[config.mk]
export PLATFORM = sky130hd
export DESIGN_NAME = p2_sprite_render
export DESIGN_NICKNAME = d
export VERILOG_FILES = /design/src/rtl/p2_sprite_pkg.sv /design/src/rtl/p2_anim_ctrl.sv /design/src/rtl/p2_sprite_render.sv
export SDC_FILE = /design/constraint.sdc
export NUM_CORES = 1
export LEC_CHECK = 0
export CAP_MARGIN = 20
export CORE_ASPECT_RATIO = 1.5
export CORE_MARGIN = 4
export CORE_UTILIZATION = 30
export CTS_BUF_LIST = sky130_fd_sc_hd__clkbuf_4 sky130_fd_sc_hd__clkbuf_8
export DETAILED_ROUTE_END_ITERATION = 7
export GPL_TIMING_DRIVEN = 0
export HOLD_SLACK_MARGIN = 0.08
export PLACE_DENSITY_LB_ADDON = 0.25
export SYNTH_ARGS = -nofsm -noshare
export SYNTH_HDL_FRONTEND = slang
export SYNTH_SLANG_ARGS = --single-unit
[constraint.sdc]
create_clock -name clk -period 4.3 [get_ports clk]
set_input_delay 0.43 -clock clk [delete_from_list [all_inputs] [get_ports clk]]
set_output_delay 0.43 -clock clk [all_outputs]
set_load 0.01 [all_outputs]
[src/rtl/p2_sprite_pkg.sv]
`default_nettype none
// ============================================================================
// Module      : p2_sprite_pkg
// Description : Shared definitions for the player-2 sprite renderer: action
//               codes, sprite geometry and the sprite ROM address layout
//               {row[3:0], action[2:0], frame[2:0]}.
// Revision    : 1.0 - initial release
// ============================================================================
package p2_sprite_pkg;

    // Native sprite edge length in ROM pixels (before magnification)
    localparam int SPRITE_SIZE = 16;

    // Animation geometry
    localparam int NUM_FRAMES  = 4;
    localparam int CUR_FRAME_W = 2;

    // ROM address field widths and positions
    localparam int ROW_W          = 4;
    localparam int ACT_W          = 3;
    localparam int FRAME_W        = 3;
    localparam int ADDR_W         = ROW_W + ACT_W + FRAME_W;
    localparam int ADDR_FRAME_LSB = 0;
    localparam int ADDR_ACT_LSB   = ADDR_FRAME_LSB + FRAME_W;
    localparam int ADDR_ROW_LSB   = ADDR_ACT_LSB + ACT_W;

    typedef enum logic [ACT_W-1:0] {
        ACT_STAY  = 3'd0,
        ACT_FWD   = 3'd1,
        ACT_BACK  = 3'd2,
        ACT_PUNCH = 3'd3,
        ACT_KICK  = 3'd4
    } action_e;

    // True for the codes that launch a one-shot move; 0 and 5-7 mean "stay"
    function automatic logic is_move(input logic [ACT_W-1:0] code);
        return (code >= ACT_FWD) && (code <= ACT_KICK);
    endfunction

    function automatic logic [ADDR_W-1:0] pack_rom_addr(
        input logic [ROW_W-1:0]       row,
        input logic [ACT_W-1:0]       act,
        input logic [CUR_FRAME_W-1:0] frame
    );
        logic [ADDR_W-1:0] addr;
        addr = '0;
        addr[ADDR_ROW_LSB   +: ROW_W]   = row;
        addr[ADDR_ACT_LSB   +: ACT_W]   = act;
        addr[ADDR_FRAME_LSB +: FRAME_W] = {1'b0, frame};
        return addr;
    endfunction

endpackage
`default_nettype wire

[src/rtl/p2_anim_ctrl.sv]
`default_nettype none
// ============================================================================
// Module      : p2_anim_ctrl
// Description : Two-state animation sequencer. IDLE loops frames 0-3 of the
//               stay action; PLAY runs frames 0-3 of a move once and returns
//               to IDLE. Each frame is held for TICKS_PER_FRAME frame ticks.
// Ports       : clk, rst_n        - clock, async active-low reset
//               frame_tick        - one pulse per video frame
//               action_req/start  - requested move and its launch pulse
//               busy              - a move is playing
//               cur_action/frame  - animation position, registered
// Revision    : 1.0 - initial release
// ============================================================================
module p2_anim_ctrl
    import p2_sprite_pkg::*;
#(
    parameter int TICKS_PER_FRAME = 6
) (
    input  logic                   clk,
    input  logic                   rst_n,
    input  logic                   frame_tick,
    input  logic [ACT_W-1:0]       action_req,
    input  logic                   action_start,
    output logic                   busy,
    output logic [ACT_W-1:0]       cur_action,
    output logic [CUR_FRAME_W-1:0] cur_frame
);

    localparam int C_TICK_W = (TICKS_PER_FRAME > 1) ? $clog2(TICKS_PER_FRAME) : 1;
    localparam logic [C_TICK_W-1:0]    C_TICK_LAST  = C_TICK_W'(TICKS_PER_FRAME - 1);
    localparam logic [CUR_FRAME_W-1:0] C_LAST_FRAME = CUR_FRAME_W'(NUM_FRAMES - 1);

    localparam logic [0:0] C_ST_IDLE = 1'b0;
    localparam logic [0:0] C_ST_PLAY = 1'b1;

    logic [0:0]             r_state_q,  w_state_d;
    logic [ACT_W-1:0]       r_action_q, w_action_d;
    logic [CUR_FRAME_W-1:0] r_frame_q,  w_frame_d;
    logic [C_TICK_W-1:0]    r_tick_q,   w_tick_d;

    always_comb begin
        w_state_d  = r_state_q;
        w_action_d = r_action_q;
        w_frame_d  = r_frame_q;
        w_tick_d   = r_tick_q;

        // An accepted start takes priority over a coincident tick, which is
        // dropped so the move always begins with a full-length frame 0.
        if ((r_state_q == C_ST_IDLE) && action_start && is_move(action_req)) begin
            w_state_d  = C_ST_PLAY;
            w_action_d = action_req;
            w_frame_d  = '0;
            w_tick_d   = '0;
        end else if (frame_tick) begin
            if (r_tick_q == C_TICK_LAST) begin
                w_tick_d = '0;
                if ((r_state_q == C_ST_PLAY) && (r_frame_q == C_LAST_FRAME)) begin
                    w_state_d  = C_ST_IDLE;
                    w_action_d = ACT_STAY;
                    w_frame_d  = '0;
                end else begin
                    // In IDLE the 2-bit frame wraps 3 -> 0 naturally
                    w_frame_d = r_frame_q + CUR_FRAME_W'(1);
                end
            end else begin
                w_tick_d = r_tick_q + C_TICK_W'(1);
            end
        end
    end

    always_ff @(posedge clk or negedge rst_n) begin
        if (!rst_n) begin
            r_state_q  <= C_ST_IDLE;
            r_action_q <= ACT_STAY;
            r_frame_q  <= '0;
            r_tick_q   <= '0;
        end else begin
            r_state_q  <= w_state_d;
            r_action_q <= w_action_d;
            r_frame_q  <= w_frame_d;
            r_tick_q   <= w_tick_d;
        end
    end

    assign busy       = (r_state_q == C_ST_PLAY);
    assign cur_action = r_action_q;
    assign cur_frame  = r_frame_q;

endmodule
`default_nettype wire

[src/rtl/p2_sprite_render.sv]
`default_nettype none
// ============================================================================
// Module      : p2_sprite_render
// Description : Renders the magnified player-2 sprite onto the VGA scan.
//               Stage 0 forms the ROM address from the scan row; stage 1
//               aligns column/in-box/video/mirror with the ROM output;
//               stage 2 registers pixel_on. Animation comes from p2_anim_ctrl.
// Ports       : clk, rst_n             - clock, async active-low reset
//               pixel_x/y, video_on    - scan position and visibility
//               frame_tick             - one pulse per video frame
//               pos_x/y, facing_left   - sprite placement and mirroring
//               action_req/start       - move request and launch pulse
//               rom_addr, rom_bitmap   - external sprite ROM (1-cycle read)
//               pixel_on               - opaque sprite pixel, 2-cycle latency
//               busy, cur_action/frame - animation status
// Revision    : 1.0 - initial release
// ============================================================================
module p2_sprite_render
    import p2_sprite_pkg::*;
#(
    parameter int SCALE_SHIFT     = 2,
    parameter int TICKS_PER_FRAME = 6
) (
    input  logic                   clk,
    input  logic                   rst_n,
    input  logic [9:0]             pixel_x,
    input  logic [9:0]             pixel_y,
    input  logic                   video_on,
    input  logic                   frame_tick,
    input  logic [9:0]             pos_x,
    input  logic [9:0]             pos_y,
    input  logic                   facing_left,
    input  logic [ACT_W-1:0]       action_req,
    input  logic                   action_start,
    output logic [ADDR_W-1:0]      rom_addr,
    input  logic [SPRITE_SIZE-1:0] rom_bitmap,
    output logic                   pixel_on,
    output logic                   busy,
    output logic [ACT_W-1:0]       cur_action,
    output logic [CUR_FRAME_W-1:0] cur_frame
);

    localparam logic [10:0] C_BOX = 11'(SPRITE_SIZE << SCALE_SHIFT);

    p2_anim_ctrl #(
        .TICKS_PER_FRAME (TICKS_PER_FRAME)
    ) u_anim_ctrl (
        .clk          (clk),
        .rst_n        (rst_n),
        .frame_tick   (frame_tick),
        .action_req   (action_req),
        .action_start (action_start),
        .busy         (busy),
        .cur_action   (cur_action),
        .cur_frame    (cur_frame)
    );

    // Stage 0: offsets in 11 bits so a scan left of / above the sprite
    // becomes a large value and fails the box test instead of wrapping.
    logic [10:0]      w_dx, w_dy;
    logic             w_in_box_d;
    logic [3:0]       w_col_d;
    logic [ROW_W-1:0] w_row;

    assign w_dx       = {1'b0, pixel_x} - {1'b0, pos_x};
    assign w_dy       = {1'b0, pixel_y} - {1'b0, pos_y};
    assign w_in_box_d = (w_dx < C_BOX) && (w_dy < C_BOX);
    assign w_col_d    = w_dx[SCALE_SHIFT +: 4];
    assign w_row      = w_dy[SCALE_SHIFT +: ROW_W];
    assign rom_addr   = pack_rom_addr(w_row, cur_action, cur_frame);

    // Stage 1: aligned with rom_bitmap
    logic       r_in_box_q, r_video_on_q, r_facing_q;
    logic [3:0] r_col_q;

    // Stage 2
    logic r_pixel_on_q, w_pixel_on_d;
    logic w_bit;

    // ROM bit 15 is the leftmost pixel; mirroring reads the row reversed.
    // A clear bit is opaque.
    assign w_bit        = r_facing_q ? rom_bitmap[r_col_q] : rom_bitmap[4'd15 - r_col_q];
    assign w_pixel_on_d = r_in_box_q & r_video_on_q & ~w_bit;

    always_ff @(posedge clk or negedge rst_n) begin
        if (!rst_n) begin
            r_in_box_q   <= 1'b0;
            r_video_on_q <= 1'b0;
            r_facing_q   <= 1'b0;
            r_col_q      <= '0;
            r_pixel_on_q <= 1'b0;
        end else begin
            r_in_box_q   <= w_in_box_d;
            r_video_on_q <= video_on;
            r_facing_q   <= facing_left;
            r_col_q      <= w_col_d;
            r_pixel_on_q <= w_pixel_on_d;
        end
    end

    assign pixel_on = r_pixel_on_q;

endmodule
`default_nettype wire

## Word level (Yosys, flattened, before mapping)

Index checks and enable logic that the tools add are counted.
W data, S select, Z words.

| cells by class | value |
|---|---|
| $add $sub $neg | 5 |
| multipliers | 0 |
| div/mod/pow operators | 0 |
| $lt $le $gt $ge | 6 |
| equal/unequal tests | 2 |
| shift-type cells | 0 |
| mux-type cells | 20 |
| bitwise gates (word level) | 4 |
| reductions and logical operators | 10 |

Operators with widths:

| kind | number |
|---|---|
| $lt A11 B7 Y1 const B | 2 |
| $sub A10 B10 Y11 | 2 |
| $mux W3 | 7 |
| $lt A4 B5 Y1 const B | 2 |
| $bmux W1 S4 | 2 |
| $mux W2 | 4 |
| $mux W1 | 7 |
| $reduce_bool A2 Y1 | 3 |
| $logic_and A1 B1 Y1 | 5 |
| $sub A4 B4 Y4 const A | 1 |
| $add A3 B1 Y3 const B | 1 |
| $eq A3 B3 Y1 const B | 1 |
| $ge A3 B1 Y1 const B | 1 |
| $le A3 B3 Y1 const B | 1 |
| $reduce_and A3 Y1 | 1 |
| $add A2 B1 Y2 const B | 1 |
| $and A1 B1 Y1 | 2 |
| $eq A2 B2 Y1 const B | 1 |
| $not A1 Y1 | 2 |
| $reduce_and A2 Y1 | 1 |

| word-level totals | value |
|---|---|
| register bits | 17 |
| bits in latches | 0 |
| bits in writable memories | 0 |
| ROM bits | 0 |
| input bits | 65 |
| output and inout bits | 17 |
| memories | 0 |

## Logic depth before layout (Yosys ltp)

| logic depth | value |
|---|---|
| depth after elaboration | 6 |
| gate-level depth with buffers | 8 |

## Modules after synthesis

A second synthesis with hierarchy kept.

| unflattened totals | value |
|---|---|
| cell total of the unflattened synthesis | 185 |
| area total of the unflattened synthesis | 1722.9 µm² |

By module, submodules not included:

| module | times used | cells each | area an instance (µm²) | sequential area each (µm²) |
|---|---|---|---|---|
| p2_sprite_render | 1 | 143 | 1265.0 | 200.2 |
| p2_anim_ctrl | 1 | 42 | 457.9 | 225.2 |

## Worst setup path after synthesis

Ideal clock, no wire load.

| timing path | value |
|---|---|
| path type | input-to-reg |
| from | input port pos_x[2] |
| to | register r_in_box_q |
| arrival | 2.173 ns |
| data required time | 4.205 ns |
| slack | 2.032 ns |
| stages | 8 |
| path through | inv_1 -> ha_1 -> o21a_2 -> nor2_2 -> or4_4 -> and3_1 -> or3_1 -> nor4b_2 |

| between the ends | value |
|---|---|
| word-level cells in the longest chain between the ends | 3 |

Ends and longest elaborated chain:

| element | line | text |
|---|---|---|
| start: declaration | p2_sprite_render.sv:30 | `input logic [9:0] pos_x,` |
| $sub A10 B10 Y11 | p2_sprite_render.sv:65 | `assign w_dx = {1'b0, pixel_x} - {1'b0, pos_x};` |
| $lt A11 B7 Y1 | p2_sprite_render.sv:67 | `assign w_in_box_d = (w_dx < C_BOX) && (w_dy < C_BOX);` |
| $logic_and A1 B1 Y1 | p2_sprite_render.sv:67 |  |
| net w_in_box_d | p2_sprite_render.sv:61 | `logic w_in_box_d;` |
| end signal: assignment | p2_sprite_render.sv:93 | `r_in_box_q <= w_in_box_d;` |
| end: declaration | p2_sprite_render.sv:73 | `logic r_in_box_q, r_video_on_q, r_facing_q;` |

The timed path passes the listed nets, and every way through them passes these cells.
A chain may end at the register's enable or synchronous reset.

## Worst setup path after layout

| timing path | value |
|---|---|
| from | input port pos_y[2] |
| to | output port rom_addr[9] |

| between the ends | value |
|---|---|
| word-level cells in the longest chain between the ends | 1 |

Ends and longest elaborated chain:

| element | line | text |
|---|---|---|
| start: declaration | p2_sprite_render.sv:31 | `input logic [9:0] pos_y,` |
| $sub A10 B10 Y11 | p2_sprite_render.sv:66 | `assign w_dy = {1'b0, pixel_y} - {1'b0, pos_y};` |
| end: declaration | p2_sprite_render.sv:35 | `output logic [ADDR_W-1:0] rom_addr,` |

No other way between the ends.

==> results.ini <==
[outcome]
outcome=finished clean

[routing]
drt_iter0_drc=41
ant_nets=0
avgViaCountPerCell=4.78
drt-pass1-iter-count=4
drc_errors=0
routed_wl_mm=3.89
wire_per_inst_um=11.8
num_vias=1579

[yosys]
synthCells=176
yosysWarnings=0
synth_top_area_cell=dfrtp_1
ys_ff_latch=17
synth_flop_cell=dfrtp_1
synth_nets=260
synth.cell_area_um2=1690
synth_top_cell_area_share_pct=25.1
syn_area_per_cell_um2=9.63
yosysUniqueCellTypes=45
synth_edf_count=0
async_flop_share_pct=100
synth_commonest_cells=ha_1, inv_1, dfrtp_1, a21oi_1
synthTopCellsByArea=dfrtp_1, ha_1, mux4_2
ys_seq_area_share_pct=25.1

[power_and_ir_drop]
power_uw=850
seq_power_share_pct=29.5
ir_drop_v=0.000120
intPower_uw=578
cellPowerDensity_nw_per_um2=323
p_leak_nw=1.15
combPwrFrac_pct=56.9
clkPwrFrac_pct=13.6
switching_share_pct=32.1
p_switching_uw=273

[sta]
rsz0062_at_grt=no
final-hold-violation-count=0
fin_tns_setup_ns=0
worst_pin_slew_ns=0.743
slew_viol_final=0
fin_worst_skew_ns=0.000748
period_needed_ns=3.17
fmax_mhz=316
setup_violations=0
final.period_utilization_pct=73.7
slew_headroom_pct=50.3

[floorplanning]
start_util_pct=30.8
ios=82
die_y_um=100
fp.dieW_um=69.4
die_area_um2=6940
core_um2=5490
rows=33

[setup_path]
max_stage_delay_ns=0.56
regToRegStartpoint=r_col_q[0]
cp.required_ns=3.87
critPathLaunchType=primary input
crit_type=in2out
worstPathMaxFanout=5
reg2regPathDepth=5
path_cells=clkdlybuf4s50_1 > inv_1 > ha_1 > a21o_1 > a31o_2 > a21o_1 > a21oi_1 > xnor2_1 > clkdlybuf4s50_1
cp_slowest_cell=clkdlybuf4s50_1
crit_path_end_kind=output pin
r2r-end=pixel_on
arrival_ns=2.74
r2r_slack_ns=2.33

[worst_hold_path]
hold_path.class=reg2reg
min_to=pixel_on
holdPathStages=1
worstHoldStart=r_video_on_q

[final_layout]
drive_above_1_share_pct=11.2
fin_nets=345
area_delta_synth_final_pct=55.2
n_antenna_cell=0
fin_util_pct=47.9
final_area_um2=2630

[clocking]
cts_sinks=17
clock_latency_ns=0.25
ctsResizeCount=0
cts_tree=done
postCtsSetupBuffers=0
htreeDepth=1
cts-root-buf=clkbuf_8
cts_buffers=3
worst_setup_hold_path_clk_slew_ns=0.06
postCtsHoldBufs=0
clk_path_buf_depth=2

[global_routing]
grt_usage_pct=10.8
grt-ovfl-total=0
grt_pass1_vias=1565
antenna_found_initial=0
grt_pass1_wl_mm=6.29
grt_max_degree=18

[place]
dp_hpwl_mm=3.43
place_area_um2=2580
portBuffers=80
place.gp.congestion=0.737

[flow_run]
cap_violations=0

[per-layer routing]
metal,vias up,part of all wire [%],track usage (%)
li1,809,-,-
met2,37,60,22.9
met4,0,1.1,3.61
met3,4,4.4,1.30
met1,729,35,10.3
met5,-,0,0
[registers in the layout, summed over array words and instances (netlist names)]
name / count
pixel_on: 1
r_col_q: 4
u_anim_ctrl.cur_action: 3
r_in_box_q: 1
u_anim_ctrl.cur_frame: 2
u_anim_ctrl.r_tick_q: 3
u_anim_ctrl.busy: 1
r_facing_q: 1
r_video_on_q: 1
[layout by cell type, fill, tap and decap left out, types with 2 or more instances in the layout]
cell / count
clkdlybuf4s50_1: 80
inv_1: 19
ha_1: 19
dfrtp_1: 17
a21oi_1: 13
nor2_1: 11
nand2_1: 11
mux4_2: 10
xnor2_1: 7
nor3_1: 6
buf_4: 6
nand2b_1: 4
xor2_1: 4
a21o_1: 3
o31ai_1: 3
o21ai_0: 3
and3_1: 3
a22o_1: 3
clkbuf_8: 3
nand3_1: 2
o211ai_1: 2
a211oi_1: 2
clkbuf_1: 2
mux2i_1: 2
nor3b_1: 2
[cell families after synthesis]
family / after synthesis / synth area share, %
adder cells (fa/ha/maj): 19 / 14.0
flip-flops: 17 / 25.1
other: 1 / 0.221
AO/OA/AOI/OAI: 38 / 16.2
multiplexers: 12 / 14.5
AND/OR/NAND/NOR: 50 / 16.6
buffers and inverters: 28 / 7.61
XOR/XNOR: 11 / 5.69
[worst max-delay path by stage]
stage                         from           to  slack (ns)  cells after the start
after floorplan           pos_x[2]   r_in_box_q        2.03                      8
final                     pos_y[2]  rom_addr[9]        1.13                      9
after detailed placement  pos_y[2]  rom_addr[9]        1.13                      9
after global placement    pos_y[2]  rom_addr[9]        1.14                      9
after global routing      pos_y[2]  rom_addr[9]        1.00                      9
after CTS                 pos_y[2]  rom_addr[9]        1.12                      9
[power by group through the flow]
stage          logic (mW)  registers (mW)  clock network (mW)
3_5_place_dp        0.490           0.255                   0
2_1_floorplan       0.267           0.256                   0
6_report            0.484           0.251               0.116
5_1_grt             0.525           0.261               0.129
4_1_cts             0.492           0.252               0.119
3_3_place_gp        0.484           0.252                   0
[stage by stage]
step	cells	hold slack [ns]	setup WS, ns
after global placement	326	0.461	1.14
after detailed placement	326	0.471	1.13
after CTS	330	0.483	1.12
final	330	0.479	1.13
after global routing	330	0.506	1.00
after floorplan	176	0.134	2.03
[worst max-delay path: cells and delay by family]
family | cells | cell delay (ns)
adder cells (fa/ha/maj) | 1 | 0.31
AO/OA/AOI/OAI | 4 | 0.81
buffers and inverters | 3 | 1.05
XOR/XNOR | 1 | 0.14
[area by class of cell]
cell class / instances / area [µm²]
fillers: 532 / 2860
plain buffers: 9 / 57.6
well taps: 70 / 87.6
clock buffers: 3 / 41.3
repair buffers: 80 / 801
flip-flops and latches: 17 / 425
inverters: 19 / 71.3
multi-input cells: 131 / 1140
clock inverters: 1 / 5.00
No activity file was read; power rests on OpenSTA's default activity.
==> edit (same settings) <==
Reset style: synchronous (`rst_n`), changed in 2 clocked blocks. Comments in the files are not updated.
--- a/src/rtl/p2_anim_ctrl.sv
+++ b/src/rtl/p2_anim_ctrl.sv
@@ -68,7 +68,7 @@
         end
     end
 
-    always_ff @(posedge clk or negedge rst_n) begin
+    always_ff @(posedge clk) begin
         if (!rst_n) begin
             r_state_q  <= C_ST_IDLE;
             r_action_q <= ACT_STAY;
--- a/src/rtl/p2_sprite_render.sv
+++ b/src/rtl/p2_sprite_render.sv
@@ -82,7 +82,7 @@
     assign w_bit        = r_facing_q ? rom_bitmap[r_col_q] : rom_bitmap[4'd15 - r_col_q];
     assign w_pixel_on_d = r_in_box_q & r_video_on_q & ~w_bit;
 
-    always_ff @(posedge clk or negedge rst_n) begin
+    always_ff @(posedge clk) begin
         if (!rst_n) begin
             r_in_box_q   <= 1'b0;
             r_video_on_q <= 1'b0;
Behaviour: differs if rst_n is asserted again (counterexample within 4 cycles, from zero or initial values and one cycle with rst_n low); with rst_n held inactive, the same outputs for 10 cycles.
==> edit against the original RTL <==
Area after synthesis is 3.4% higher; count of clock-buffer cells in the layout stayed put; design area grew 2.2%; wire length rose by 4.4%; setup slack better by 0.20 ns; sequential cell count unchanged; total power down 33%; synthesized cell count up 15%; critical path type unchanged; critical endpoint unchanged; largest cell class unchanged; largest power group unchanged; highest routed layer unchanged.
==> edit: results (changes against the original RTL) <==
outcome=finished, final reports clean; met1 Usage GRT=11.4% (+1.1 points); Synth top cells by count=inv_1 (25), ha_1 (19), dfxtp_1 (17); GRT Overall Usage=11.1% (+0.32 points); Compound-Gate Fraction of Synth Area=16.2% (-0.034 points); Top FF cell, synth=dfxtp_1; area taken by multi-input logic gates=1260 µm² (+10%); Final Skew=0.00480 ns (+0.00405 ns); CTS root buffer=clkbuf_8; Final nets=372 (+7.8%); met3 usage=2.28% (+0.98 points); FILL cells=552 (+3.8%); CP max FO=3 (-2); initial antenna violation count=0 (unchanged); clock-pin slew on the worst setup and hold paths=0.07 ns; total of warnings raised by yosys=0 (unchanged); mux contribution to synthesized area=16.3% (+1.8 points); drt first pass iters=4 (unchanged); sequential area share after synthesis=19.4% (-5.7 points); WL/cell=11.4 µm (-3.5%); pin count of the biggest net entering global routing=11 (-7); Synth Net Count=287 (+10%); Placed Instances=353 (+8.3%); xor/xnor share of the synthesized area=5.50% (-0.19 points); gpl congestion=0.785 (+6.6%); Crit path max-delay family=buffers and inverters; max FFs per register=4 (unchanged); # Post-CTS Setup Buffers=0 (unchanged); port bufs=80 (unchanged); Lkg Pwr=1.11 nW (-3.1%); Post-DP HPWL=3.61 mm (+5.2%); pre-CTS setup slack=1.32 ns (+0.194 ns); worst skew pair latency=0.25 ns (about the same); Area contributors post-synth=dfxtp_1 (19%), ha_1 (14%), mux4_2 (13%), inv_1 (5.4%), a21oi_1 (3.7%); flop2flop setup slack=2.36 ns (+0.03 ns); layout cells sized above 1=8.36% (-2.8 points); relative slew slack=44.2% (-6.1 points); Net Sw Power=0.166 mW (-39%); via count=1,750 (+11%); DR iter-0 viols=54 (+32%); smallest hold slack=0.465 ns (-0.0140 ns); # resized after CTS=0 (unchanged); CTS Buf Count=3 (unchanged); H-tree levels=1 (unchanged); met2 Use GR=22.5% (-0.43 points); Adder-Cell Fraction of Synth Area=13.6% (-0.46 points); Routed WL=4.06 mm (+4.4%); Cell variety after synth=46 (+2.2%); VDD IR max=0.134 mV (+12%); first-pass GRT wire length=6.76 mm (+7.5%); syn_area_per_cell=8.63 µm² (-10%); fin crit share=68.9% (-4.7 points); Post-synth ARST share=0% (-100 points); hold crit path type=register to register; Arr. time, crit path=2.53 ns (-0.21 ns); vias in the first global route=1,661 (+6.1%); DP Area=2640 µm² (+2.2%)
## edit: cell type report
class                   instances  area share (%)
repair buffers                 80            29.8
inverters                      25            3.49
multi-input cells             151            46.8
well taps                      70            3.26
flip-flops and latches         17            12.7
clock inverters                 1           0.186
clock buffers                   3            1.54
plain buffers                  10            2.28
## edit: path summary, 6_finish.rpt
| kind | depth (start not counted) | to | from |
|---|---|---|---|
| max | 7 | rom_addr[9] | pos_y[1] |
| min | 1 | pixel_on | r_video_on_q |
| max reg2reg | 5 | pixel_on | r_col_q[0] |
| min reg2reg | 1 | pixel_on | r_video_on_q |
## edit: power by group through the flow
stage	Sequential, mW	Clock (mW)	Combinational [mW]
floorplan	0.177	0	0.167
global placement	0.177	0	0.278
detailed placement	0.177	0	0.281
CTS	0.174	0.121	0.282
global route	0.175	0.129	0.309
finish	0.174	0.115	0.278
## edit: metal layers
layer / vias up / share of wire (%)
li1: 898 / -
met1: 789 / 39
met2: 59 / 53
met3: 4 / 7.0
met4: 0 / 0.89
met5: - / 0
